$ cat src/rtl/cpu_control_seq.sv
// Hardwired fetch/decode/execute sequencer that drives the CPU control_bus.
// State and the control_bus register change on the falling clock edge so the
// datapath sees stable controls at its rising edge.
module cpu_control_seq #(
  parameter int BUS_W   = 33,
  parameter int PC_AMID = 0,
  parameter int MEM_MID = 4,
  parameter int IR0_SID = 0,
  parameter int IR1_SID = 1,
  parameter int ALU_MID = 5
) (
  input  logic             clk,
  input  logic             reset,
  input  logic             stall,
  input  logic [15:0]      instr,
  output logic [BUS_W-1:0] control_bus,
  output logic [3:0]       t_state,
  output logic             halted
);

  typedef enum logic [3:0] {
    S_IDLE, S_T0, S_T1, S_T2, S_T3, S_T4, S_E0, S_E1, S_E2, S_HALT
  } state_t;

  state_t      state_q, state_d;
  logic [4:0]  alu_q, alu_d, mid_q, mid_d, sid_q, sid_d;
  logic [1:0]  amid_q, amid_d;
  logic        pc_inr_q, pc_inr_d, mid_en_q, mid_en_d;
  logic        sid_en_q, sid_en_d, amid_en_q, amid_en_d;
  logic        halted_d;
  // Latched instruction fields: class, ir1[4:0], ir0[4:0]
  logic [1:0]  cls_q, cls_d;
  logic [4:0]  hi_q, hi_d, lo_q, lo_d;
  logic        enter_t0;
  logic        instr_unused;

  assign instr_unused = ^{instr[15:13], instr[5]};

  // State, latched instruction and control_bus fields; negedge, async clear
  always_ff @(negedge clk or posedge reset) begin
    if (reset) begin
      state_q   <= S_IDLE;
      alu_q     <= '0;
      mid_q     <= '0;
      sid_q     <= '0;
      amid_q    <= '0;
      pc_inr_q  <= 1'b0;
      mid_en_q  <= 1'b0;
      sid_en_q  <= 1'b0;
      amid_en_q <= 1'b0;
      halted    <= 1'b0;
      cls_q     <= '0;
      hi_q      <= '0;
      lo_q      <= '0;
    end else begin
      state_q   <= state_d;
      alu_q     <= alu_d;
      mid_q     <= mid_d;
      sid_q     <= sid_d;
      amid_q    <= amid_d;
      pc_inr_q  <= pc_inr_d;
      mid_en_q  <= mid_en_d;
      sid_en_q  <= sid_en_d;
      amid_en_q <= amid_en_d;
      halted    <= halted_d;
      cls_q     <= cls_d;
      hi_q      <= hi_d;
      lo_q      <= lo_d;
    end
  end

  // Next state and next control fields; unlisted fields hold their value
  always_comb begin
    state_d   = state_q;
    alu_d     = alu_q;
    mid_d     = mid_q;
    sid_d     = sid_q;
    amid_d    = amid_q;
    pc_inr_d  = pc_inr_q;
    mid_en_d  = mid_en_q;
    sid_en_d  = sid_en_q;
    amid_en_d = amid_en_q;
    halted_d  = halted;
    cls_d     = cls_q;
    hi_d      = hi_q;
    lo_d      = lo_q;
    enter_t0  = 1'b0;

    if (!(stall && state_q != S_HALT)) begin
      unique case (state_q)
        S_IDLE: enter_t0 = 1'b1;
        S_T0: begin
          state_d  = S_T1;
          sid_d    = 5'(IR0_SID);
          sid_en_d = 1'b1;
          pc_inr_d = 1'b1;
        end
        S_T1: begin
          state_d  = S_T2;
          sid_en_d = 1'b0;
          pc_inr_d = 1'b0;
        end
        S_T2: begin
          state_d  = S_T3;
          sid_d    = 5'(IR1_SID);
          sid_en_d = 1'b1;
          pc_inr_d = 1'b1;
        end
        S_T3: begin
          state_d   = S_T4;
          pc_inr_d  = 1'b0;
          mid_en_d  = 1'b0;
          sid_en_d  = 1'b0;
          amid_en_d = 1'b0;
        end
        S_T4: begin
          // Decode straight from instr on the same edge that latches it
          cls_d = instr[7:6];
          hi_d  = instr[12:8];
          lo_d  = instr[4:0];
          unique case (instr[7:6])
            2'b11: begin
              state_d   = S_HALT;
              halted_d  = 1'b1;
              alu_d     = '0;
              mid_d     = '0;
              sid_d     = '0;
              amid_d    = '0;
            end
            2'b10: state_d = S_E0;
            2'b01: begin
              state_d  = S_E0;
              alu_d    = instr[4:0];
              mid_d    = 5'(ALU_MID);
              mid_en_d = 1'b1;
            end
            default: begin
              state_d  = S_E0;
              alu_d    = '0;
              mid_d    = instr[12:8];
              mid_en_d = 1'b1;
            end
          endcase
        end
        S_E0: begin
          if (cls_q == 2'b10) begin
            enter_t0 = 1'b1;
          end else begin
            state_d  = S_E1;
            sid_d    = (cls_q == 2'b01) ? hi_q : lo_q;
            sid_en_d = 1'b1;
          end
        end
        S_E1: begin
          state_d  = S_E2;
          mid_en_d = 1'b0;
          sid_en_d = 1'b0;
          alu_d    = '0;
        end
        S_E2:   enter_t0 = 1'b1;
        S_HALT: state_d  = S_HALT;
        default: state_d = S_IDLE;
      endcase

      if (enter_t0) begin
        state_d   = S_T0;
        amid_d    = 2'(PC_AMID);
        amid_en_d = 1'b1;
        mid_d     = 5'(MEM_MID);
        mid_en_d  = 1'b1;
      end
    end
  end

  assign t_state     = state_q;
  assign control_bus = {{(BUS_W-21){1'b0}}, alu_q, mid_q, sid_q, amid_q,
                        pc_inr_q, mid_en_q, sid_en_q, amid_en_q};

endmodule
$ cat config.mk
export PLATFORM = sky130hd
export DESIGN_NAME = cpu_control_seq
export DESIGN_NICKNAME = d
export VERILOG_FILES = /design/src/rtl/cpu_control_seq.sv
export SDC_FILE = /design/constraint.sdc
export NUM_CORES = 1
export LEC_CHECK = 0
export CORE_ASPECT_RATIO = 1.1
export CORE_UTILIZATION = 51
export CTS_CLUSTER_SIZE = 12
export DETAILED_ROUTE_END_ITERATION = 12
export GPL_TIMING_DRIVEN = 0
export PLACE_DENSITY = 0.85
export SYNTH_ARGS = -nofsm -noshare
export SYNTH_HDL_FRONTEND = slang
export SYNTH_SLANG_ARGS = --single-unit
$ cat constraint.sdc
create_clock -name clk -period 2.9 [get_ports clk]
set_clock_uncertainty 0.05 [all_clocks]
set_input_delay 0.58 -clock clk [delete_from_list [all_inputs] [get_ports clk]]
set_output_delay 0.58 -clock clk [all_outputs]
set_load 0.03 [all_outputs]
==> results of run 1 <==
[cells in the mapped netlist (all sizes together)]
cell type	number
mux2	16
a2bb2oi	1
a311oi	1
a31oi	2
a22oi	1
nor2	13
o22ai	2
o21ai	16
a21o	1
o32ai	1
a21bo	1
nand3b	1
dfrtn	36
a21oi	7
nand2	11
and3	1
and3b	1
o21bai	1
buf	25
nand3	4
conb	1
nand2b	3
o21a	1
nor4	2
clkbuf	5
mux2i	6
nor2b	6
or3b	1
a211oi	2
o211ai	5
o211a	1
nor3	3
a22o	6
and2b	1
inv	5
nand4bb	1
[worst paths after layout]
kind                                   startpoint                   end  depth (start not counted)
min reg2reg                  sid_en_q$_DFFE_NP0P_  sid_en_q$_DFFE_NP0P_                          1
max                          sid_en_q$_DFFE_NP0P_        control_bus[1]                          2
max reg2reg                t_state[1]$_DFFE_NP0P_  sid_q[3]$_DFFE_NP0P_                          7
min in group asynchronous                   reset  alu_q[0]$_DFFE_NP0P_                          2
max in group asynchronous                   reset   lo_q[1]$_DFFE_NP0P_                          2
min                          sid_en_q$_DFFE_NP0P_  sid_en_q$_DFFE_NP0P_                          1
[layout by cell type, fill, tap and decap left out, drive strengths merged, types with 2 or more instances in the layout]
cell type	Yosys	layout
mux2	16	16
conb	1	14
buf	25	69
mux2i	6	6
nor4	2	2
a31oi	2	2
nand2b	3	3
inv	5	4
o21ai	16	16
dfrtn	36	36
o211ai	5	5
nand2	11	11
clkdlybuf4s50	0	11
nor2	13	13
nor3	3	3
a21oi	7	7
a22o	6	6
o22ai	2	2
clkbuf	5	11
nor2b	6	6
nand3	4	4
a211oi	2	2
[flip-flops by register name, summed over array words and instances, names as in the netlist, 2 cells and up]
register,flops
sid_q,5
cls_q,2
alu_q,5
t_state,4
mid_q,5
hi_q,5
lo_q,5
[per-stage QoR]
step | setup slack, ns | TNS, ns | hold WS, ns | utilization | cell area (um2)
2_1_floorplan | -0.2022 | -1.134 | 0.3776 | - | 2098
3_5_place_dp | -0.8129 | -55.76 | 0.3846 | 0.6926 | 2531
5_1_grt | -0.1397 | -1.850 | 0.4105 | 0.7693 | 2811
4_1_cts | -0.1181 | -1.524 | 0.4021 | 0.7484 | 2735
3_3_place_gp | -0.8160 | -54.70 | 0.3705 | 0.6926 | 2531
6_report | -0.1120 | -1.202 | 0.3989 | 0.7693 | 2811
[where the power goes]
part / switching (W) / internal, W
sequential: 0.000149 / 0.000744
clock: 0.000183 / 0.000171
combinational: 0.000974 / 0.000855
[cells by family after synthesis]
logic type	share of synthesized area
AOI/OAI and AO/OA	0.1786
and+or+nand+nor	0.1268
DFF	0.4609
buffers and inverters	0.1088
muxes	0.1229
other	0.001919
[critical path, delay by kind of cell, from the launching register on]
family   cells  cell delay [ns]
buf+inv      2             0.22
flops        1             0.41
[per-layer routing]
metal  track usage  vias to the layer above  part of all wire  wire [um]
met4        0.1250                        0             0.030        147
li1              -                      793                 -          -
met3       0.07573                       15             0.067        327
met1        0.3148                      800              0.41       1996
met5             0                        -                 0          0
met2        0.3832                       96              0.50       2437
[repair_timing]
item                                    4_1_cts  5_1_grt
gates resized for setup                     181       13
setup buffers                                14        7
endpoints found under the setup margin       96       43
hold endpoints to repair                      0        0
pin swaps                                     6        4
[area by class of cell]
| cell class | instances | area, um2 |
|---|---|---|
| inverter | 5 | 25.02 |
| timing repair buffer | 58 | 561.8 |
| fill | 252 | 843.3 |
| sequential | 36 | 900.9 |
| multi-input combinational | 133 | 972.2 |
| tap | 50 | 62.56 |
| clock inverter | 1 | 8.758 |
| buffer | 26 | 203.9 |
| clock buffer | 7 | 76.32 |
==> impl_metrics.ini, run 1 <==
[timing]
setup_violations = 24
rsz0062_at_grt = yes
hold_viol = 0
max_slew.worst_pin.slew_ns = 0.7528
worst_slack_ns = -0.1120
maxSlewViolCount = 0
slew_headroom = 0.4971

[die]
die_y_um = 66.93
fp.dieW_um = 61.03
initial_utilization = 0.5347
dieArea_um2 = 4084
rows = 23
fp.coreArea_um2 = 3655
io_pins = 57

[drt]
route.detailed.wl_per_inst_um = 15.53
drtIter0Drc = 95
antenna_left = 0
wirelength_um = 4909
vias_per_cell = 5.392
num_vias = 1704
dr.pass1.iters = 4
drcViolationCount = 0

[worst_setup_path]
rrSetupSlack_ns = 0.92
worstPathRequired_ns = 2.27
worst_path_max_delay_cell = dfrtn_1
critPathKind = reg2out
cp_data_arrival_time_ns = 2.38
setup.worst_path.end_class = output pin
critPathMaxStageDelay_ns = 0.41
worstPathMaxFanout = 2
path_cells = buf_4, buf_6
cp-start-kind = register

[yosys]
yosys.area.top_type = dfrtn_1
syn-cell-area_um2 = 1954
ys_seq_area_frac = 0.4609
avgSynthCellArea_um2 = 10.23
synth_top_area_share = 0.4609
ys_top_cells_by_area = dfrtn_1 (46%), mux2_2 (9.2%), buf_4 (6.9%)
synth-seq-cells = 36
syn_inst = 191
ys_warn_count = 0
synth_cell_types = 41

[global_routing]
grt_max_degree = 37
grt_pass1_vias = 1519
grt_overflow = 0
grt_pass1_wl_um = 7265
grt_use_total = 0.2504
antenna_found_initial = 0

[clock_network]
cts_num_sinks = 36
cts.clk_slew.worst_paths_ns = 0.05
cts_buffers = 5
clk_latency_ns = 0.30
cts-root-buf = clkbuf_8
htreeDepth = 2
cts-hold-fix-buffers = 0
cts_tree = built
cts_buffer_depth = 2

[worst_hold_path]
hold_path_class = reg2reg

[placement]
dp_cells = 291
dp_hpwl_um = 3116
port_buffers = 37
gp_congestion = 0.8474

[power_and_ir_drop]
total_power_w = 0.003078
leakagePower_nw = 1.336
ir_worst_vdd_uv = 767.6
p_per_area_nw_per_um2 = 1095

[status]
violations = negative setup slack
status = complete, but fails checks

[run]
drv_cap = 0

[finish]
antennaDiodeCount = 0
nNetsFinal = 284
drive_gt1_frac = 0.3985
instances_no_fill = 316
areaGrowthSynthToFinish_pct = 43.85
Note: power is estimated with default switching activity, not from simulation.
==> run 2: changes to the inputs <==
--- a/config.mk
+++ b/config.mk
@@ -5,12 +5,14 @@
 export SDC_FILE = /design/constraint.sdc
 export NUM_CORES = 1
 export LEC_CHECK = 0
+export CAP_MARGIN = 20
 export CORE_ASPECT_RATIO = 1.1
 export CORE_UTILIZATION = 51
 export CTS_CLUSTER_SIZE = 12
 export DETAILED_ROUTE_END_ITERATION = 12
 export GPL_TIMING_DRIVEN = 0
 export PLACE_DENSITY = 0.85
+export SLEW_MARGIN = 10
 export SYNTH_ARGS = -nofsm -noshare
 export SYNTH_HDL_FRONTEND = slang
 export SYNTH_SLANG_ARGS = --single-unit
==> impl_metrics.ini, run 2 (same netlist as run 1, synthesis figures left out) <==
[die]
fp.dieW_um = 61.03
rows = 23
die_y_um = 66.93
initial_utilization = 0.5347
io_pins = 57
dieArea_um2 = 4084
fp.coreArea_um2 = 3655

[worst_setup_path]
setup.worst_path.end_class = output pin
reg2reg_depth = 7
critPathKind = reg2out
cp_data_arrival_time_ns = 2.38
cp-start-kind = register
worstPathMaxFanout = 2
worstPathRequired_ns = 2.27

[timing]
hold_viol = 0
maxSlewViolCount = 0
setup_violations = 24
slew_headroom = 0.5088
worst_slack_ns = -0.1134
rsz0062_at_grt = yes
max_slew.worst_pin.slew_ns = 0.7357
hold_slack_ns = 0.3989

[clock_network]
cts_tree = built
htreeDepth = 2
clk_latency_ns = 0.30
cts_num_sinks = 36
cts-hold-fix-buffers = 0
cts_buffers = 5
cts.clk_slew.worst_paths_ns = 0.05
cts_buffer_depth = 2
cts-root-buf = clkbuf_8

[finish]
nNetsFinal = 285
antennaDiodeCount = 0
final_common_cell = buf_4
drive_gt1_frac = 0.4007
final_cell_mix = buf_4 (37), dfrtn_1 (36), buf_6 (28)
areaGrowthSynthToFinish_pct = 44.05

[global_routing]
grt_max_degree = 37
grt_use_met3 = 0.07573
antenna_found_initial = 0
grt_pass1_vias = 1525
use_met1 = 0.3148
grt_pass1_wl_um = 7279
grt_overflow = 0
grt_use_total = 0.2508
busiest_layer = met2
grt_util_met2 = 0.3845

[drt]
antenna_left = 0
dr.pass1.iters = 4
drtIter0Drc = 107
vias_per_cell = 5.388
num_vias = 1708
wirelength_um = 4910
drcViolationCount = 0
route.detailed.wl_per_inst_um = 15.49

[power_and_ir_drop]
intPower_w = 0.001778
ir_worst_vdd_uv = 766.2
seqPwrFrac = 0.290
p_per_area_nw_per_um2 = 1095
comb_power_share = 0.595
leakagePower_nw = 1.344
p_sw_frac = 0.4233
power.switching_w = 0.001305
power.share.clock = 0.115

[placement]
pre_cts_ws_ns = -0.8129
dp_hpwl_um = 3115
gp_congestion = 0.8474
port_buffers = 37

[worst_hold_path]
hold_path_class = reg2reg
whs_path_depth = 1

[status]
status = complete, but fails checks
violations = negative setup slack

[run]
drv_cap = 0
## run 2: changes by cell type in the layout (fill, tap and decap cells not counted), sizes merged
cell and change:
clkinvlp -1, buf +1, inv +1
## run 2: worst paths after layout
path | startpoint | to | slack (ns)
max in group asynchronous | reset | lo_q[1]$_DFFE_NP0P_ | 0.29
worst max register to register | t_state[1]$_DFFE_NP0P_ | sid_q[3]$_DFFE_NP0P_ | 0.92
worst max-delay path | sid_en_q$_DFFE_NP0P_ | control_bus[1] | -0.11
worst min register to register | sid_en_q$_DFFE_NP0P_ | sid_en_q$_DFFE_NP0P_ | 0.40
worst min-delay path | sid_en_q$_DFFE_NP0P_ | sid_en_q$_DFFE_NP0P_ | 0.40
min in group asynchronous | reset | sid_q[2]$_DFFE_NP0P_ | 2.01
## run 2: per-stage QoR
step,TNS [ns],utilization,total power (W),std cells,instance area [um2]
detailed placement,-34.17,0.6926,0.002464,291,2531
global route,-1.793,0.7703,0.003254,317,2815
finish,-1.215,0.7703,0.003083,317,2815
CTS,-1.483,0.7504,0.002967,310,2743
global placement,-54.70,0.6926,0.002424,291,2531
floorplan,-1.134,-,0.001988,204,2098
## run 2: routing by layer
metal / part of all wire / vias to the layer above
met5: 0 / -
met4: 0.032 / 0
met3: 0.062 / 18
met2: 0.49 / 78
met1: 0.42 / 818
li1: - / 794
## run 2: repair_timing
item	in CTS	in global routing
setup buffers	14	8
gates resized for setup	184	7
pin swaps	6	5
setup endpoints to repair	60	42
endpoints found under the hold margin	0	0
## run 2: final cells by class
cell class,count,area (um2)
sequential,36,900.9
timing repair buffer,59,569.3
tap,50,62.56
inverter,5,21.27
multi-input combinational,133,972.2
buffer,26,203.9
clock buffer,7,76.32
fill,253,839.6
clock inverter,1,8.758
## run 2: critical path, cell delays in order (launching register included)
cell and delay [ns]:
dfrtn_1 0.41, buf_4 0.11, buf_6 0.11
## run 2: power groups by stage
stage	registers [W]	logic, W	clock network, W
after floorplan	0.00109	0.000902	0
after global placement	0.000891	0.00153	0
after detailed placement	0.000905	0.00156	0
after CTS	0.000890	0.00172	0.000360
after global routing	0.000915	0.00196	0.000380
final	0.000894	0.00184	0.000354
==> run 3: changes to the inputs <==
--- a/config.mk
+++ b/config.mk
@@ -6,12 +6,12 @@
 export NUM_CORES = 1
 export LEC_CHECK = 0
 export CAP_MARGIN = 20
-export CORE_ASPECT_RATIO = 1.1
-export CORE_UTILIZATION = 51
+export CORE_ASPECT_RATIO = 2
+export CORE_UTILIZATION = 48
 export CTS_CLUSTER_SIZE = 12
 export DETAILED_ROUTE_END_ITERATION = 12
 export GPL_TIMING_DRIVEN = 0
-export PLACE_DENSITY = 0.85
+export PLACE_DENSITY = 0.81
 export SLEW_MARGIN = 10
 export SYNTH_ARGS = -nofsm -noshare
 export SYNTH_HDL_FRONTEND = slang
==> impl_metrics.ini, run 3 (same netlist as run 1, synthesis figures left out) <==
[status]
status = complete, but fails checks
violations = negative setup slack

[worst_hold_path]
hold_end = lo_q[1]$_DFFE_NP0P_
hp-start = lo_q[1]$_DFFE_NP0P_
hold_path_class = reg2reg
whs_path_depth = 1

[placement]
port_buffers = 37
gp_congestion = 0.8514
pre_cts_ws_ns = -0.8165
placed_cell_area_um2 = 2532
dp_hpwl_um = 3252
dp_cells = 292

[finish]
final_cell_mix = buf_4 (48), dfrtn_1 (36), buf_6 (30)
final_core_util = 0.7651
areaGrowthSynthToFinish_pct = 52.05
antennaDiodeCount = 0
nNetsFinal = 301
stdcell_area_um2 = 2972
drive_gt1_frac = 0.4452
final_common_cell = buf_4
instances_no_fill = 334

[drt]
drtIter0Drc = 56
route.detailed.wl_per_inst_um = 15.02
antenna_left = 0
num_vias = 1736
vias_per_cell = 5.198
dr.pass1.iters = 4
drcViolationCount = 0
wirelength_um = 5018

[timing]
slew_headroom = 0.5047
setup_violations = 24
maxSlewViolCount = 0
worst_slack_ns = -0.08310
max_slew.worst_pin.slew_ns = 0.7419
rsz0062_at_grt = yes
hold_slack_ns = 0.4038
hold_viol = 0

[worst_setup_path]
cp-start-kind = register
worstPathRequired_ns = 2.27
cp.buffers_inverters = 1
worst_path_max_delay_cell = dfrtn_1
critPathKind = reg2out
worstReg2RegStart = t_state[1]$_DFFE_NP0P_
setup.worst_path.end_class = output pin
worstPathMaxFanout = 2
path_cells = buf_6
reg2reg_depth = 7
critical-path-top-delay-family = flip-flops
reg2reg_to = sid_q[1]$_DFFE_NP0P_
rrSetupSlack_ns = 0.90
cp_data_arrival_time_ns = 2.35
critPathMaxStageDelay_ns = 0.46

[die]
io_pins = 57
initial_utilization = 0.5032
rows = 32
dieArea_um2 = 4346
fp.coreArea_um2 = 3884
die_y_um = 92.24
fp.dieW_um = 47.12

[global_routing]
grt_pass1_vias = 1639
grt_max_degree = 37
grt_overflow = 0
grt_use_total = 0.2538
antenna_found_initial = 0
grt_pass1_wl_um = 7769

[clock_network]
htreeDepth = 2
cts_tree = built
cts_num_sinks = 36
cts-root-buf = clkbuf_8
cts-hold-fix-buffers = 0
cts_buffer_depth = 2
cts_buffers = 5
cts.clk_slew.worst_paths_ns = 0.05
clk_latency_ns = 0.30

[power_and_ir_drop]
ir_worst_vdd_uv = 703.4
leakagePower_nw = 1.445
p_per_area_nw_per_um2 = 1073

[run]
drv_cap = 0
[run 3: layer usage]
layer | part of all wire | track usage
met1 | 0.35 | 0.2787
met2 | 0.58 | 0.4387
met3 | 0.036 | 0.05118
met4 | 0.030 | 0.1119
met5 | 0 | 0
[run 3: stage by stage]
step	total power (W)	TNS (ns)
2_1_floorplan	0.001988	-1.134
3_3_place_gp	0.002436	-55.65
5_1_grt	0.003371	-1.852
6_report	0.003188	-1.082
4_1_cts	0.003030	-1.429
3_5_place_dp	0.002465	-34.68
[run 3: what timing repair did]
| item | CTS | global route |
|---|---|---|
| gates cloned | 1 | 1 |
| resized for setup | 184 | 11 |
| pin swaps | 4 | 6 |
| setup endpoints to repair | 60 | 49 |
| buffers inserted | 20 | 16 |
| hold endpoints to repair | 0 | 0 |
[run 3: worst max-delay path by stage]
stage,depth (start not counted),startpoint,endpoint
finish,1,alu_q[4]$_DFFE_NP0P_,control_bus[20]
global route,1,alu_q[4]$_DFFE_NP0P_,control_bus[20]
CTS,1,mid_q[0]$_DFFE_NP0P_,control_bus[11]
detailed placement,5,stall,sid_q[4]$_DFFE_NP0P_
global placement,5,stall,sid_q[3]$_DFFE_NP0P_
floorplan,5,instr[6],sid_q[0]$_DFFE_NP0P_
[run 3: layout make-up]
cell class / instances / area, um2
Multi-Input combinational cell: 133 / 972.2
Fill cell: 286 / 912.1
Sequential cell: 36 / 900.9
Timing Repair Buffer: 75 / 694.4
Buffer: 26 / 222.7
Clock buffer: 6 / 82.58
Tap cell: 51 / 63.81
Inverter: 5 / 21.27
Clock inverter: 2 / 13.76
[run 3: report_power, final]
part	total, W	leakage (nW)	internal [W]	switching (W)
clock network	0.000381	0.0516	0.000194	0.000187
logic	0.00191	0.946	0.000935	0.000975
registers	0.000897	0.447	0.000745	0.000152
total	0.00319	1.44	0.00187	0.00131
